==> src/rtl/l2_msg1_queue_pkg.sv <==
// Shared widths, message encodings and the queued entry layout for the L2 msg1 channel.
package l2_msg1_queue_pkg;

    localparam int unsigned MSG_WIDTH  = 8;
    localparam int unsigned DATA_WIDTH = 64;
    localparam int unsigned TAG_WIDTH  = 8;
    localparam int unsigned OWNER_BITS = 2;

    localparam logic [MSG_WIDTH-1:0] MSG_TYPE_EMPTY = 8'd0;
    localparam logic [MSG_WIDTH-1:0] MSG_TYPE_LOAD  = 8'd1;
    localparam logic [MSG_WIDTH-1:0] MSG_TYPE_STORE = 8'd2;

    typedef struct packed {
        logic [MSG_WIDTH-1:0]  msg_type;
        logic [DATA_WIDTH-1:0] data;
        logic [TAG_WIDTH-1:0]  tag;
        logic [OWNER_BITS-1:0] source;
    } msg1_entry_t;

    function automatic logic is_request(input logic [MSG_WIDTH-1:0] t);
        return t != MSG_TYPE_EMPTY;
    endfunction

endpackage

==> src/rtl/l2_msg1_queue_fifo.sv <==
// Generic first-word-fall-through FIFO with occupancy count; callers must not write when
// full without reading, nor read when empty.
module ccp_sync_fifo #(
    parameter int unsigned WIDTH = 8,
    parameter int unsigned DEPTH = 8,
    parameter int unsigned PTR_W = $clog2(DEPTH)
) (
    input  logic             clk,
    input  logic             rst,
    input  logic             wr_en,
    input  logic [WIDTH-1:0] wr_data,
    input  logic             rd_en,
    output logic [WIDTH-1:0] rd_data,
    output logic [PTR_W:0]   count
);

    localparam logic [PTR_W:0]   CountOne = 1;
    localparam logic [PTR_W-1:0] PtrOne   = 1;

    logic [PTR_W-1:0] rd_ptr_q, rd_ptr_d;
    logic [PTR_W-1:0] wr_ptr_q, wr_ptr_d;
    logic [PTR_W:0]   count_q, count_d;
    logic [WIDTH-1:0] mem_q [DEPTH];
    logic [WIDTH-1:0] mem_d [DEPTH];

    always_comb begin
        mem_d    = mem_q;
        rd_ptr_d = rd_ptr_q;
        wr_ptr_d = wr_ptr_q;
        count_d  = count_q;
        if (wr_en) begin
            mem_d[wr_ptr_q] = wr_data;
            // DEPTH is a power of two, so natural pointer overflow is the wrap.
            wr_ptr_d = wr_ptr_q + PtrOne;
        end
        if (rd_en) begin
            rd_ptr_d = rd_ptr_q + PtrOne;
        end
        unique case ({wr_en, rd_en})
            2'b10:   count_d = count_q + CountOne;
            2'b01:   count_d = count_q - CountOne;
            default: count_d = count_q;
        endcase
    end

    always_ff @(posedge clk or posedge rst) begin
        if (rst) begin
            rd_ptr_q <= '0;
            wr_ptr_q <= '0;
            count_q  <= '0;
        end else begin
            rd_ptr_q <= rd_ptr_d;
            wr_ptr_q <= wr_ptr_d;
            count_q  <= count_d;
        end
    end

    // Storage is deliberately not reset; consumers gate on count.
    always_ff @(posedge clk) begin
        mem_q <= mem_d;
    end

    assign rd_data = mem_q[rd_ptr_q];
    assign count   = count_q;

endmodule

==> src/rtl/l2_msg1_queue.sv <==
// Channel-1 request buffer: captures every non-empty cluster msg1 into a FIFO and drains it
// to the L2, holding the head while the L2 has an in-flight transaction on the same tag.
module l2_msg1_queue
    import l2_msg1_queue_pkg::*;
#(
    parameter int unsigned DEPTH = 8,
    parameter int unsigned PTR_W = $clog2(DEPTH)
) (
    input  logic                  clk,
    input  logic                  rst,
    input  logic [MSG_WIDTH-1:0]  msg1_type,
    input  logic [DATA_WIDTH-1:0] msg1_data,
    input  logic [TAG_WIDTH-1:0]  msg1_tag,
    input  logic [OWNER_BITS-1:0] msg1_source,
    input  logic                  lock_valid,
    input  logic [TAG_WIDTH-1:0]  lock_tag,
    input  logic                  req_ready,
    output logic                  req_valid,
    output logic [MSG_WIDTH-1:0]  req_type,
    output logic [DATA_WIDTH-1:0] req_data,
    output logic [TAG_WIDTH-1:0]  req_tag,
    output logic [OWNER_BITS-1:0] req_source,
    output logic [PTR_W:0]        count,
    output logic                  full,
    output logic                  overflow
);

    localparam logic [PTR_W:0] FullCount = (PTR_W + 1)'(DEPTH);

    msg1_entry_t    in_entry;
    msg1_entry_t    head;
    logic [PTR_W:0] fifo_count;
    logic           in_req, nonempty, hold, deq, enq;
    logic           overflow_q, overflow_d;

    assign in_entry = '{msg_type: msg1_type, data: msg1_data, tag: msg1_tag,
                        source: msg1_source};

    ccp_sync_fifo #(
        .WIDTH ($bits(msg1_entry_t)),
        .DEPTH (DEPTH),
        .PTR_W (PTR_W)
    ) u_fifo (
        .clk     (clk),
        .rst     (rst),
        .wr_en   (enq),
        .wr_data (in_entry),
        .rd_en   (deq),
        .rd_data (head),
        .count   (fifo_count)
    );

    always_comb begin
        in_req    = is_request(msg1_type);
        nonempty  = fifo_count != '0;
        hold      = lock_valid && (lock_tag == head.tag);
        req_valid = nonempty && !hold;
        deq       = req_valid && req_ready;
        // A dequeue in the same cycle frees the slot, so a full queue can still accept.
        enq        = in_req && ((fifo_count != FullCount) || deq);
        overflow_d = overflow_q || (in_req && !enq);

        req_type   = req_valid ? head.msg_type : MSG_TYPE_EMPTY;
        req_data   = nonempty ? head.data : '0;
        req_tag    = nonempty ? head.tag : '0;
        req_source = nonempty ? head.source : '0;
        count      = fifo_count;
        full       = fifo_count == FullCount;
        overflow   = overflow_q;
    end

    always_ff @(posedge clk or posedge rst) begin
        if (rst) begin
            overflow_q <= 1'b0;
        end else begin
            overflow_q <= overflow_d;
        end
    end

endmodule

==> config.mk <==
export PLATFORM = sky130hd
export DESIGN_NAME = l2_msg1_queue
export DESIGN_NICKNAME = d
export VERILOG_FILES = /design/src/rtl/l2_msg1_queue_pkg.sv /design/src/rtl/l2_msg1_queue_fifo.sv /design/src/rtl/l2_msg1_queue.sv
export SDC_FILE = /design/constraint.sdc
export NUM_CORES = 1
export LEC_CHECK = 0
export ABC_AREA = 1
export BUFFER_PORTS_ARGS = -buffer_cell sky130_fd_sc_hd__buf_2
export CAP_MARGIN = 20
export CORE_AREA = 2 2 224 226
export DETAILED_ROUTE_END_ITERATION = 12
export DIE_AREA = 0 0 226 228
export PLACE_DENSITY = 0.81
export SETUP_SLACK_MARGIN = 0.15
export SYNTH_ARGS = -nofsm -noshare
export SYNTH_HDL_FRONTEND = slang
export SYNTH_SLANG_ARGS = --single-unit
export TNS_END_PERCENT = 5
==> constraint.sdc <==
create_clock -name clk -period 5.9 [get_ports clk]
set_input_delay 0 -clock clk [delete_from_list [all_inputs] [get_ports clk]]
set_output_delay 0 -clock clk [all_outputs]
set_load 0.01 [all_outputs]
==> results of run 1 <==
## cells by family after synthesis
family | count (synthesis) | synth area share
XOR/XNOR | 6 | 0.001997
buffers and inverters | 189 | 0.02991
AO/OA/AOI/OAI | 536 | 0.1096
flip-flops | 667 | 0.7592
adder cells (fa/ha/maj) | 6 | 0.003139
AND/OR/NAND/NOR | 644 | 0.09616
## cell type report
class / instances / area share
Antenna cell: 3 / 0.0002461
Multi-Input combinational cell: 1192 / 0.1838
Clock buffer: 80 / 0.05229
Tap cell: 672 / 0.02756
Sequential cell: 667 / 0.6549
Clock inverter: 26 / 0.008161
Inverter: 55 / 0.007177
Timing Repair Buffer: 294 / 0.06586
## final timing paths
kind | startpoint | endpoint | slack (ps)
max | u_fifo.rd_ptr_q[0]$_DFFE_PP0P_ | req_data[3] | 1700
max reg2reg | u_fifo.rd_ptr_q[0]$_DFFE_PP0P_ | u_fifo.count[3]$_DFFE_PP0P_ | 1910
min in group asynchronous | rst | u_fifo.rd_ptr_q[1]$_DFFE_PP0P_ | 520
min | lock_tag[2] | u_fifo.rd_ptr_q[0]$_DFFE_PP0P_ | 50
max in group asynchronous | rst | u_fifo.rd_ptr_q[0]$_DFFE_PP0P_ | 5020
min reg2reg | u_fifo.count[0]$_DFFE_PP0P_ | u_fifo.count[0]$_DFFE_PP0P_ | 550
## registers in the layout (all words and copies together), names as in the netlist
signal	cells
u_fifo.rd_ptr_q	3
u_fifo.count	4
overflow	1
u_fifo.mem_q	656
u_fifo.wr_ptr_q	3
## cells in the final DEF (no fill, tap or decap), types with 11 or more instances in the layout
cell	n
a31oi_1	66
buf_2	182
buf_4	24
clkbuf_1	17
clkbuf_16	59
clkinv_1	11
dlygate4sd3_1	85
edfxtp_1	656
inv_1	49
nand2_1	93
nand3_1	40
nor2_1	489
o21ai_0	387
o22ai_1	66
## Yosys cell counts, drive strengths merged
library cell	instances
edfxtp	656
nand2	95
nand3	43
dfrtp	11
xor2	4
nand3b	3
o21bai	1
nor4	1
o22ai	66
o21ai	394
nor2	497
clkbuf	82
clkinv	1
nor3	2
a31oi	66
buf	52
o221ai	8
fa	1
xnor2	2
or2	3
inv	54
a211oi	1
ha	5
## power by group through the flow
stage	logic [W]	registers, W	clock network [W]
2_1_floorplan	0.00384	0.00709	0
3_3_place_gp	0.00582	0.00703	0
3_5_place_dp	0.00601	0.00709	0
4_1_cts	0.00610	0.00700	0.00371
5_1_grt	0.00673	0.00709	0.00390
6_report	0.00610	0.00701	0.00368
## routing by layer
metal | up-vias | share of wire | track usage
met4 | 8 | 0.025 | 0.08423
met5 | - | 0.00082 | 0
met3 | 117 | 0.090 | 0.04353
met2 | 937 | 0.48 | 0.3846
li1 | 7877 | - | -
met1 | 8512 | 0.40 | 0.3351
## worst max-delay path, stage by stage (launching register included)
cell	delay, ps
dfrtp_4	690
buf_4	470
buf_16	340
buf_4	780
o21ai_0	260
o22ai_1	200
o21ai_0	110
a31oi_1	390
buf_2	210
## through the flow
| stage | instance area (µm²) | power (W) | utilization | std cells | hold slack, ps |
|---|---|---|---|---|---|
| finish | 30510 | 0.01679 | 0.6183 | 2989 | 46.71 |
| global route | 30510 | 0.01772 | 0.6181 | 2987 | 87.49 |
| CTS | 30500 | 0.01681 | 0.6181 | 2986 | 22.21 |
| detailed placement | 27810 | 0.01310 | 0.5635 | 2795 | 48.05 |
| global placement | 27780 | 0.01285 | 0.5629 | 2794 | 41.49 |
| floorplan | 26310 | 0.01093 | - | 2048 | -147.6 |
## what timing repair did
item / in CTS / in global routing
hold endpoints to repair: 674 / 0
hold buffers: 85 / 0
buffers inserted: 0 / 0
==> results.toml, run 1 <==
[timing]
final-setup-viol-count = 0
rsz0062_at_grt = "false"
skew_ps = 20.07
fin_ws_ps = 1698
slew_headroom = 0.3023
worstMarginPinSlew_ps = 1047
period_share = 0.7122
final.setup.tns_ps = 0
fmax_mhz = 238.0
hold_violations = 0
drv_slew = 0
min_period_ps = 4202

[clocking]
path_clk_slew_ps = 60
htreeDepth = 2
cts_made_buffers = 59
cts_max_path_buffers = 3
cts_tree = "built"
cts_resized = 0
clk_latency_ps = 620
cts_root_buf = "clkbuf_16"
numClockSinks = 667

[power]
p_switching_w = 0.006334
vdd_drop_max_mv = 0.3798
pwr-share-clk = 0.219
power_frac_seq = 0.418
intPower_w = 0.01046
power.density_mw_per_mm2 = 550.3
pwr-share-comb = 0.363
netSwitchingFraction = 0.3772
power_leakage_nw = 10.55

[logic_synthesis]
syn-instance-count = 2048
synth_top_area_frac = 0.7488
synth_fp_nets = 2148
ys_warn_count = 0
synth_top_area_cell = "edfxtp_1"
synth-seq-area-share = 0.7592
avgSynthCellArea_um2 = 12.85
ys_ff_latch = 667
synth_area_mm2 = 0.02631
synth_area_leaders = "edfxtp_1 (75%), o21ai_0 (7.4%), nor2_1 (7.1%)"
synth_cell_types = 31

[route]
drt_wl_total_um = 62130
post-route-drc-count = 0
ant_nets = 0
viasPerCell = 5.838
avgRoutedWirePerCell_um = 20.79
drt_iter0_drc = 2160
vias = 17450
drt_first_pass_iters = 6

[global_routing]
grt.total_usage = 0.2406
grt_max_degree = 135
grt_pass1_vias = 17180
antenna_found_initial = 5
grt.overflow.total = 0
grt_pass1_wl_um = 95940

[floorplan]
fp-row-count = 82
io_pins = 183
dieArea_mm2 = 0.05153
start_util = 0.5331
die_x_um = 226
core_area_mm2 = 0.04935
die_h_um = 228

[min_path]
hold_path_depth = 7
min_path_type = "in -> reg"

[place]
place_congestion = 0.8308
portBuffers = 182
hpwl_um = 34480
pre_cts_slack_ps = 1990

[critical_path]
r2r_cells = 22
critPathRequiredTime_ps = 5900
start_kind = "flip-flop"
crit_fanout = 90
crit_type = "reg -> out"
end_kind = "output port"
crit_arrival_ps = 4200

[status]
outcome = "completed"

[flow_run]
max_cap_viol_count = 0

[final_layout]
synthToLayoutAreaGrowth_pct = 15.97
fill_cells = 3502
seq_area_mm2 = 0.01998
nets = 2369
multi_input_area_mm2 = 0.005608
drive_above_1_share = 0.1348
Power figures use the tool's default switching activity.
==> inputs of run 2 (changes only) <==
--- a/config.mk
+++ b/config.mk
@@ -8,10 +8,10 @@
 export ABC_AREA = 1
 export BUFFER_PORTS_ARGS = -buffer_cell sky130_fd_sc_hd__buf_2
 export CAP_MARGIN = 20
-export CORE_AREA = 2 2 224 226
+export CORE_AREA = 2 2 213 215
 export DETAILED_ROUTE_END_ITERATION = 12
-export DIE_AREA = 0 0 226 228
-export PLACE_DENSITY = 0.81
+export DIE_AREA = 0 0 215 217
+export PLACE_DENSITY = 0.85
 export SETUP_SLACK_MARGIN = 0.15
 export SYNTH_ARGS = -nofsm -noshare
 export SYNTH_HDL_FRONTEND = slang
==> constraint.sdc (replaced) <==
create_clock -name clk -period 3.9 [get_ports clk]
set_input_delay 0 -clock clk [delete_from_list [all_inputs] [get_ports clk]]
set_output_delay 0 -clock clk [all_outputs]
set_load 0.01 [all_outputs]
==> run 2 against run 1 <==
- largest cell class unchanged
- critical path type unchanged
- sequential share of layout area down 0.58 points
- critical endpoint is now req_data[48]
- clock skew up 6.0 ps
- worst hold slack better by 42 ps
- die area down 9.5%
==> results.toml, run 2 (synthesized netlist as in run 1, its figures left out) <==
[route]
viasPerCell = 6.053
vias = 17780
drt_iter0_drc = 2357
avgRoutedWirePerCell_um = 21.65
dr_wl_met3_um = 6024
highest-signal-layer = "met5"
drt_wl_total_um = 63590
met1_length_um = 24780
wl_met2_um = 30990
drt_first_pass_iters = 5
ant_nets = 0
post-route-drc-count = 0

[place]
portBuffers = 182
hpwl_um = 32490
place_congestion = 0.8539

[critical_path]
end_kind = "output port"
start_kind = "flip-flop"
critPathRequiredTime_ps = 3900
critPathSlowestCell = "dfrtp_4"
worstPathCellList = "inv_8, clkbuf_8, buf_8, o21ai_0, o22ai_1, o21ai_0, a31oi_1, buf_2"
max_stage_delay_ps = 610
crit_type = "reg -> out"
crit_arrival_ps = 3580
ff2ff_setup_slack_ps = 360
crit_top_cell = "o21ai_0"
crit_fanout = 107

[global_routing]
grt_pass1_vias = 17280
antenna_found_initial = 1
grt.total_usage = 0.2701
grt_pass1_wl_um = 96900
grt_max_degree = 109
grt.overflow.total = 0

[final_layout]
mostFrequentLayoutCell = "edfxtp_1"
top_register = "u_fifo.mem_q"
drive_above_1_share = 0.1421
nets = 2387
fin_util = 0.6887
synthToLayoutAreaGrowth_pct = 17.01
largest_reg_flops = 656
final_cell_mix = "edfxtp_1 (656), nor2_1 (489), o21ai_0 (387)"
antennaDiodeCount = 0

[clocking]
cts_made_buffers = 66
htreeDepth = 3
cts_root_buf = "clkbuf_16"
path_clk_slew_ps = 60
cts_tree = "built"
cts_max_path_buffers = 3
numClockSinks = 667
clk_latency_ps = 600

[timing]
final.setup.tns_ps = 0
min_period_ps = 3578
hold_violations = 0
slew_headroom = 0.3806
rsz0062_at_grt = "true"
drv_slew = 0
skew_ps = 26.05
fmax_mhz = 279.5
period_share = 0.9175
worstMarginPinSlew_ps = 929.1
fin_hold_ws_ps = 88.84
final-setup-viol-count = 0

[floorplan]
die_h_um = 217
core_area_mm2 = 0.04470
start_util = 0.5886
fp-row-count = 78
dieArea_mm2 = 0.04666
die_x_um = 215
io_pins = 183

[status]
outcome = "completed"

[flow_run]
max_cap_viol_count = 0

[power]
power_leakage_nw = 10.74
vdd_drop_max_mv = 0.6129
power.density_mw_per_mm2 = 849.4

[min_path]
min_path_type = "in -> reg"
## run 2: changes by cell type in the layout (fill, tap and decap cells not counted), moves of 2 or more
cell | before | now
clkbuf_8 | 4 | 1
diode_2 | 3 | 0
clkinv_8 | 1 | 3
clkinv_2 | 5 | 9
buf_4 | 24 | 27
buf_8 | 0 | 2
clkbuf_16 | 59 | 68
clkbuf_1 | 17 | 11
buf_12 | 2 | 5
buf_6 | 0 | 3
clkinv_1 | 11 | 20
## run 2: area by class of cell
class / count / area, µm²
clock inverter: 39 / 340.3
multi-input combinational: 1192 / 5608
sequential: 667 / 19980
fill: 2909 / 13910
timing repair buffer: 305 / 2142
inverter: 55 / 219.0
tap: 600 / 750.7
clock buffer: 79 / 1743
## run 2: critical path, delay by kind of cell, from the launching register on
family	cells	cell delay, ps
flip-flops	1	610
buffers and inverters	4	1490
AO/OA/AOI/OAI	4	770
## run 2: metal layers
metal,GRT usage,vias to the layer above
met5,0,-
met4,0.1041,2
met3,0.04668,148
met2,0.4413,1040
met1,0.3687,8667
li1,-,7920
## run 2: final timing paths
check	startpoint	to	cells past startpoint
setup / recovery	u_fifo.rd_ptr_q[0]$_DFFE_PP0P_	req_data[48]	8
hold / removal	lock_tag[4]	u_fifo.rd_ptr_q[0]$_DFFE_PP0P_	7
setup reg to reg	u_fifo.rd_ptr_q[0]$_DFFE_PP0P_	u_fifo.count[3]$_DFFE_PP0P_	23
hold reg to reg	u_fifo.count[0]$_DFFE_PP0P_	u_fifo.count[0]$_DFFE_PP0P_	1
max in group asynchronous	rst	u_fifo.rd_ptr_q[0]$_DFFE_PP0P_	4
min in group asynchronous	rst	u_fifo.wr_ptr_q[2]$_DFFE_PP0P_	4
## run 2: per-stage QoR
stage / worst slack [ps] / instances / instance area [µm²] / power, W
after global routing: 123.0 / 2937 / 30780 / 0.02746
after detailed placement: 316.0 / 2733 / 27810 / 0.01982
final: 321.8 / 2937 / 30780 / 0.02615
after floorplan: -339.5 / 2048 / 26330 / 0.01643
after CTS: 111.3 / 2936 / 30760 / 0.02607
after global placement: 452.0 / 2733 / 27810 / 0.01945
## run 2: power by group
group | switching [W] | internal (W) | total [W] | leakage (nW)
Sequential | 0.000550 | 0.0100 | 0.0106 | 6.14
Clock | 0.00259 | 0.00353 | 0.00612 | 1.02
Combinational | 0.00670 | 0.00275 | 0.00944 | 3.58
## run 2: what timing repair did
| item | 4_1_cts | 5_1_grt |
|---|---|---|
| setup buffers | 0 | 1 |
| endpoints found under the setup margin | 30 | 33 |
| hold endpoints to repair | 673 | 0 |
| hold buffers | 85 | 0 |
| gates resized for setup | 3 | 5 |
==> inputs of run 3 (changes only) <==
--- a/config.mk
+++ b/config.mk
@@ -8,10 +8,11 @@
 export ABC_AREA = 1
 export BUFFER_PORTS_ARGS = -buffer_cell sky130_fd_sc_hd__buf_2
 export CAP_MARGIN = 20
-export CORE_AREA = 2 2 213 215
+export CORE_AREA = 8 8 219 221
 export DETAILED_ROUTE_END_ITERATION = 12
-export DIE_AREA = 0 0 215 217
+export DIE_AREA = 0 0 227 229
 export PLACE_DENSITY = 0.85
+export REMOVE_ABC_BUFFERS = 1
 export SETUP_SLACK_MARGIN = 0.15
 export SYNTH_ARGS = -nofsm -noshare
 export SYNTH_HDL_FRONTEND = slang
==> run 3 against run 2 <==
- sequential share of layout area about the same
- sequential cell count unchanged
- final area barely moved
- die area grew 11%
- clock skew rose by 16 ps
- non-clock buffer count up 3
- count of clock-buffer cells in the layout increased by 2
- maximum frequency grew 2.9%
- worst hold slack worse by 11 ps
- setup slack gained 100 ps
- clock power is 3.6% lower
- via count decreased by 0.88%
==> results.toml, run 3 (synthesized netlist as in run 1, its figures left out) <==
[timing]
rsz0062_at_grt = "true"
final-setup-viol-count = 0
drv_slew = 0
fin_hold_ws_ps = 78.06
fin_ws_ps = 421.4
slew_headroom = 0.2784
skew_ps = 42.44
period_share = 0.8919
worstMarginPinSlew_ps = 1082
fmax_mhz = 287.5
min_period_ps = 3479
hold_violations = 0

[min_path]
min_to = "u_fifo.rd_ptr_q[0]$_DFFE_PP0P_"
hold_path_depth = 6
min_path_type = "in -> reg"
holdCritStartpoint = "lock_tag[5]"

[flow_run]
max_cap_viol_count = 0

[critical_path]
worstReg2RegEnd = "u_fifo.count[3]$_DFFE_PP0P_"
crit_arrival_ps = 3970
crit_type = "reg -> reg"
r2r_start = "u_fifo.rd_ptr_q[0]$_DFFE_PP0P_"
critPathRequiredTime_ps = 4390
crit_fanout = 21
ff2ff_setup_slack_ps = 420
start_kind = "flip-flop"
r2r_cells = 23
end_kind = "flip-flop"

[global_routing]
antenna_found_initial = 3
grt_max_degree = 116
grt.overflow.total = 0
grt.total_usage = 0.2366
grt_pass1_vias = 17470
grt_pass1_wl_um = 95670

[power]
power_leakage_nw = 10.70
power_w = 0.02595
power.density_mw_per_mm2 = 843.5
vdd_drop_max_mv = 0.6148

[floorplan]
fp-row-count = 78
die_x_um = 227
start_util = 0.5886
core_area_mm2 = 0.04470
die_h_um = 229
io_pins = 183
dieArea_mm2 = 0.05198

[route]
viasPerCell = 6.002
post-route-drc-count = 0
avgRoutedWirePerCell_um = 21.51
ant_nets = 0
drt_first_pass_iters = 6
vias = 17620
drt_iter0_drc = 2397
drt_wl_total_um = 63160

[final_layout]
fin_area_mm2 = 0.03076
final_cell_mix = "edfxtp_1 (656), nor2_1 (489), o21ai_0 (387)"
mostFrequentLayoutCell = "edfxtp_1"
top_register = "u_fifo.mem_q"
synthToLayoutAreaGrowth_pct = 16.94
nets = 2390
drive_above_1_share = 0.1418
largest_reg_flops = 656

[place]
place_congestion = 0.8563
pre_cts_slack_ps = 306.8
dpl_cell_area_mm2 = 0.02786
portBuffers = 182
hpwl_um = 32770

[clocking]
cts_root_buf = "clkbuf_16"
path_clk_slew_ps = 70
cts_made_buffers = 66
clk_latency_ps = 600
numClockSinks = 667
htreeDepth = 3
cts_tree = "built"
cts_max_path_buffers = 3

[status]
outcome = "completed"
run 3: cell count changes in the layout (fill, tap and decap cells not counted), moves of 3 or more:
| cell | delta |
|---|---|
| clkinv_1 | -6 |
| buf_12 | +4 |
| clkbuf_1 | +4 |
| clkinvlp_4 | +3 |
run 3: timing repair:
action	in CTS	in global routing
gates resized for setup	0	4
hold buffers	85	0
setup endpoints to repair	0	20
setup buffers	0	1
hold endpoints to repair	673	0
run 3: worst max-delay path: stages, from the launching register on:
cell and delay, ps:
dfrtp_4 620, buf_8 220, nor2_1 120, nor2_1 50, nand2_1 70, nand3_1 80
nand2_1 120, nand2_1 50, nand2_1 60, nand2_1 60, nor2_1 120, nand3_2 110
nand3_2 140, nand2_4 100, nand2_4 220, ha_1 250, ha_1 280, nand2_1 70
nor2_1 40, a211oi_1 230, nor2_1 70, nor2_1 90, nand2_1 60, xor2_1 140
run 3: layout make-up:
cell class                      count  area [µm²]
Antenna cell                        2       5.005
Clock buffer                       81        1708
Clock inverter                     31       267.8
Fill cell                        2915       13930
Inverter                           55       230.2
Multi-Input combinational cell   1192        5608
Sequential cell                   667       19980
Tap cell                          600       750.7
Timing Repair Buffer              308        2213
run 3: routing by layer:
metal / vias to the layer above / GRT usage / wire length (µm)
met1: 8548 / 0.3091 / 24320
met5: - / 0 / 23
met3: 160 / 0.04498 / 5701
met4: 4 / 0.09745 / 1957
li1: 7916 / - / -
met2: 993 / 0.3878 / 31150
run 3: per-stage QoR:
step	cells	util	TNS (ps)
after global routing	2935	0.6882	0
after CTS	2931	0.6864	0
after detailed placement	2734	0.6232	0
after floorplan	1914	-	-7822350
after global placement	2734	0.6232	0
final	2936	0.6883	0
run 3: power by group:
group	switching [W]	total [W]	internal [W]
logic	0.00665	0.00948	0.00283
registers	0.000551	0.0106	0.0100
clock network	0.00252	0.00590	0.00337
run 3: worst max path at each step:
stage                                              start                          end  slack [ps]  depth (start not counted)
after floorplan           u_fifo.rd_ptr_q[0]$_DFFE_PP0P_  u_fifo.mem_q[100]$_DFFE_PP_      -10980                         12
after global placement    u_fifo.rd_ptr_q[0]$_DFFE_PP0P_  u_fifo.count[3]$_DFFE_PP0P_         410                         24
after detailed placement  u_fifo.rd_ptr_q[0]$_DFFE_PP0P_  u_fifo.count[3]$_DFFE_PP0P_         310                         24
after CTS                 u_fifo.rd_ptr_q[0]$_DFFE_PP0P_                 req_data[42]         170                          7
after global routing      u_fifo.rd_ptr_q[0]$_DFFE_PP0P_  u_fifo.count[3]$_DFFE_PP0P_         110                         24
final                     u_fifo.rd_ptr_q[0]$_DFFE_PP0P_  u_fifo.count[3]$_DFFE_PP0P_         420                         23
